[src/rtl/gpio_axi_wr_latch.sv]
// rtl/gpio_axi_wr_latch.sv - AXI4-Lite write-channel front end for the GPIO register bank
// Independent AW/W latches pair up into a single-cycle wr_en, then a B response.
module gpio_axi_wr_latch #(
  parameter int ADDR_W   = 3,
  parameter int DATA_W   = 32,
  parameter int NREG     = 8,
  parameter int CHECK_HI = 1
) (
  input  logic                  clock,
  input  logic                  reset,
  input  logic                  AWvalid,
  output logic                  AWready,
  input  logic [31:0]           AWaddr,
  input  logic                  Wvalid,
  output logic                  Wready,
  input  logic [DATA_W-1:0]     Wdata,
  input  logic [DATA_W/8-1:0]   Wstrb,
  output logic                  Bvalid,
  input  logic                  Bready,
  output logic [1:0]            Bresp,
  output logic                  wr_en,
  output logic [ADDR_W-1:0]     wr_addr,
  output logic [DATA_W-1:0]     wr_data,
  output logic [DATA_W/8-1:0]   wr_strb
);

  localparam int STRB_W = DATA_W / 8;
  localparam logic [ADDR_W:0] NREG_L = (ADDR_W + 1)'(NREG);
  localparam logic [1:0] RESP_OKAY   = 2'b00;
  localparam logic [1:0] RESP_SLVERR = 2'b10;

  logic                aw_full;
  logic                w_full;
  logic [ADDR_W-1:0]   addr_q;
  logic                err_q;
  logic [DATA_W-1:0]   data_q;
  logic [STRB_W-1:0]   strb_q;

  logic                aw_hs;
  logic                w_hs;
  logic                fire;
  logic [ADDR_W:0]     idx_ext;
  logic                idx_err;
  logic                hi_err;
  logic                addr_err;

  assign AWready = reset & ~aw_full;
  assign Wready  = reset & ~w_full;

  assign aw_hs = AWvalid & AWready;
  assign w_hs  = Wvalid & Wready;

  // Commit is blocked while an earlier response is still waiting on Bready.
  assign fire = reset & aw_full & w_full & (~Bvalid | Bready);

  assign idx_ext  = {1'b0, AWaddr[ADDR_W-1:0]};
  assign idx_err  = (idx_ext >= NREG_L);
  assign hi_err   = (CHECK_HI != 0) && (|AWaddr[31:ADDR_W]);
  assign addr_err = idx_err | hi_err;

  assign wr_en   = fire & ~err_q;
  assign wr_addr = addr_q;
  assign wr_data = data_q;
  assign wr_strb = strb_q;

  always_ff @(posedge clock) begin
    if (!reset) begin
      aw_full <= 1'b0;
      w_full  <= 1'b0;
      addr_q  <= '0;
      err_q   <= 1'b0;
      data_q  <= '0;
      strb_q  <= '0;
      Bvalid  <= 1'b0;
      Bresp   <= RESP_OKAY;
    end else begin
      if (fire) begin
        aw_full <= 1'b0;
        w_full  <= 1'b0;
        Bvalid  <= 1'b1;
        Bresp   <= err_q ? RESP_SLVERR : RESP_OKAY;
      end else if (Bvalid && Bready) begin
        Bvalid  <= 1'b0;
      end

      // A handshake needs an empty latch, so it never coincides with fire.
      if (aw_hs) begin
        addr_q  <= AWaddr[ADDR_W-1:0];
        err_q   <= addr_err;
        aw_full <= 1'b1;
      end

      if (w_hs) begin
        data_q <= Wdata;
        strb_q <= Wstrb;
        w_full <= 1'b1;
      end
    end
  end

endmodule

[config.mk]
export PLATFORM = sky130hd
export DESIGN_NAME = gpio_axi_wr_latch
export DESIGN_NICKNAME = d
export VERILOG_FILES = /design/src/rtl/gpio_axi_wr_latch.sv
export SDC_FILE = /design/constraint.sdc
export NUM_CORES = 1
export LEC_CHECK = 0
export BUFFER_PORTS_ARGS = -buffer_cell sky130_fd_sc_hd__buf_4
export CAP_MARGIN = 30
export CORE_MARGIN = 2
export CORE_UTILIZATION = 40
export DETAILED_ROUTE_END_ITERATION = 16
export MAX_ROUTING_LAYER = met4
export PLACE_DENSITY = 0.78
export SLEW_MARGIN = 10
export SYNTH_ARGS = -nofsm -noshare
export SYNTH_HDL_FRONTEND = slang
export SYNTH_SLANG_ARGS = --single-unit
export TNS_END_PERCENT = 20
[constraint.sdc]
create_clock -name clock -period 3.3 [get_ports clock]
set_clock_uncertainty 0.15 [all_clocks]
set_input_delay 0.33 -clock clock [delete_from_list [all_inputs] [get_ports clock]]
set_output_delay 0.33 -clock clock [all_outputs]
set_load 0.05 [all_outputs]
==> flow_metrics.py <==
metrics = {
    "timing": {
        "finalSetupViolations": 0,
        "final.min_clock_period_ns": 1.85,
        "hold_viol_final": 0,
        "setup_tns_ns": 0,
        "rsz0062_at_grt": "no",
        "drv_slew": 0,
        "fin_crit_sh": 0.560,
        "whs_ns": 0.0660,
        "fmax_mhz": 541,
    },
    "setup_path": {
        "critical_path.startpoint": "reset",
        "endpoint": "wr_en",
        "r2r-start": "w_full$_SDFFE_PN0P_",
        "critPathLaunchType": "primary input",
        "crit_type": "primary input to primary output",
        "critPathArrivalTime_ns": 1.37,
        "r2r-end": "wr_data[20]$_SDFFE_PN0P_",
        "rrSetupSlack_ns": 1.80,
        "rr_worst_depth": 4,
        "cp.required_ns": 2.82,
        "worstPathMaxFanout": 43,
        "end_kind": "primary output",
    },
    "placed_design": {
        "portBuffers": 116,
        "dpl.hpwl_um": 3330,
        "gp_congestion": 0.823,
    },
    "cells_and_area": {
        "post-route-util": 0.653,
        "fillers": 378,
        "layout-drive-gt1-share": 0.412,
        "num_antenna_cells": 0,
        "nets": 385,
        "area_delta_synth_final_pct": 56.7,
    },
    "global_routing": {
        "grt_pass1_vias": 1498,
        "grtUsageTotal": 0.192,
        "grt_first_pass_wirelength_um": 6510,
        "grt_overflow": 0,
        "antenna_found_initial": 0,
        "grt_max_degree": 44,
    },
    "clock_network": {
        "postCtsSetupRepairBufs": 0,
        "cts_max_path_buffers": 2,
        "cts_hold_buf": 0,
        "clk_pin_slew_worst_paths_ns": 0.08,
        "h-tree-depth": 2,
        "cts_root_buffer": "clkbuf_8",
        "clk_latency_ns": 0.29,
        "cts_sinks": 44,
        "cts_tree": "done",
        "cts_made_buffers": 5,
        "cts_resized": 0,
    },
    "power": {
        "ir_drop_v": 0.000283,
        "internal_power_uw": 913,
        "power.share.combinational": 0.243,
        "p_switching_uw": 396,
        "pwr-share-clk": 0.307,
        "p_leak_nw": 1.41,
        "p_per_area_nw_per_um2": 498,
        "sw_frac_of_total": 0.302,
        "seqPwrFrac": 0.450,
    },
    "routing": {
        "first_pass_iters": 4,
        "wl_per_cell_um": 12.4,
        "via_per_inst": 4.80,
        "final_antenna_net_count": 0,
        "drtIter0Drc": 110,
        "vias": 1743,
        "drc": 0,
        "totalWireLength_um": 4490,
    },
    "synth": {
        "syn-cell-area_sq_um": 1680,
        "yosysTopAreaCell": "dfxtp_1",
        "ys_warn_count": 0,
        "yosys-top-cells-count": "74 x nand2_1, 44 x dfxtp_1, 37 x nand3_1",
        "synthArstFlopShare": 0,
        "synth_nets": 275,
        "yosysMostFrequentCell": "nand2_1",
        "ys.flop_type": "dfxtp_1",
        "synth_cells": 202,
        "synth_top_cells_by_area": "dfxtp_1 52%, nand2_1 17%, nand3_1 11%, buf_6 3.4%, nor4_1 2.2%",
        "syn_avg_cell_area_sq_um": 8.31,
        "synth_edf_count": 0,
        "yosysSeqAreaShare": 0.525,
        "synth_top_area_frac": 0.525,
        "synth_cell_types": 25,
        "ys_seq_elements": 44,
    },
    "floorplan": {
        "dieArea_sq_um": 4730,
        "core_region_area_sq_um": 4030,
        "io_pins": 118,
        "initial_utilization": 0.417,
        "die_y_um": 68.8,
        "num_rows": 23,
        "die-width_um": 68.8,
    },
    "min_path": {
        "worst_hold_path_type": "primary input to register",
    },
    "flow_run": {
        "drv_cap": 0,
    },
    "outcome": {
        "run_status": "complete, no violations",
    },
}
==> critical path, stage by stage <==
cell	delay [ns]
buf_4	0.36
and3_4	0.27
nand2_1	0.09
nor2_1	0.10
buf_4	0.20
==> state kept, by name, indices dropped and copies added, names as in the netlist <==
register  cells
err_q         1
Bresp         1
wr_addr       3
wr_data      32
w_full        1
Bvalid        1
wr_strb       4
aw_full       1
==> placed cells by master, fill, tap and decap left out, types with 2 or more instances in the layout <==
cell | Yosys | routed
a21oi_1 | 2 | 2
buf_4 | 1 | 117
clkbuf_8 | 0 | 5
dfxtp_1 | 44 | 44
mux2i_1 | 3 | 3
nand2_1 | 74 | 74
nand3_1 | 37 | 37
nor2_1 | 7 | 7
nor4_1 | 6 | 6
o211a_1 | 2 | 2
==> cells by family (layout without fill, tap and decap cells) <==
kind of cell	after synthesis	in the layout	synth area share
AND/OR/NAND/NOR	132	132	0.357
flip-flops	44	44	0.525
buffers and inverters	15	126	0.0618
AO/OA/AOI/OAI	7	7	0.0365
multiplexers	3	3	0.0179
other	1	1	0.00223
==> power by group through the flow <==
stage	clock network (mW)	registers (mW)	logic, mW
6_report	0.402	0.590	0.318
5_1_grt	0.442	0.593	0.339
4_1_cts	0.416	0.590	0.322
3_5_place_dp	0	0.602	0.321
3_3_place_gp	0	0.601	0.318
2_1_floorplan	0	0.717	0.0767
==> per-layer routing <==
layer | part of all wire | track usage
met1 | 0.38 | 0.202
met2 | 0.50 | 0.347
met3 | 0.11 | 0.0682
met4 | 0.0027 | 0.0368
met5 | 0 | -
==> stage by stage <==
stage	cell area (sq um)	cells	power, mW	setup slack, ns
floorplan	1680	202	0.793	1.42
global placement	2520	355	0.920	1.43
detailed placement	2520	355	0.923	1.41
CTS	2630	363	1.33	1.45
global route	2630	363	1.37	1.38
finish	2630	363	1.31	1.45
==> layout make-up <==
class                   count  area, sq um  share of cell area
inverters                   1         3.75             0.00143
clock inverters             3         42.5              0.0162
repair buffers            117          878               0.334
clock buffers               5         68.8              0.0262
multi-input cells         143          694               0.264
flip-flops and latches     44          881               0.335
well taps                  50         62.6              0.0238
==> how the worst min path moves through the flow <==
stage | startpoint | to | depth (start not counted)
floorplan | Wdata[0] | wr_data[0]$_SDFFE_PN0P_ | 2
global placement | wr_strb[3]$_SDFFE_PN0P_ | wr_strb[3]$_SDFFE_PN0P_ | 2
global route | Wdata[22] | wr_data[22]$_SDFFE_PN0P_ | 3
detailed placement | wr_data[30]$_SDFFE_PN0P_ | wr_data[30]$_SDFFE_PN0P_ | 2
CTS | Wstrb[1] | wr_strb[1]$_SDFFE_PN0P_ | 3
finish | Wstrb[1] | wr_strb[1]$_SDFFE_PN0P_ | 3
Note: power is estimated with default switching activity, not from simulation.
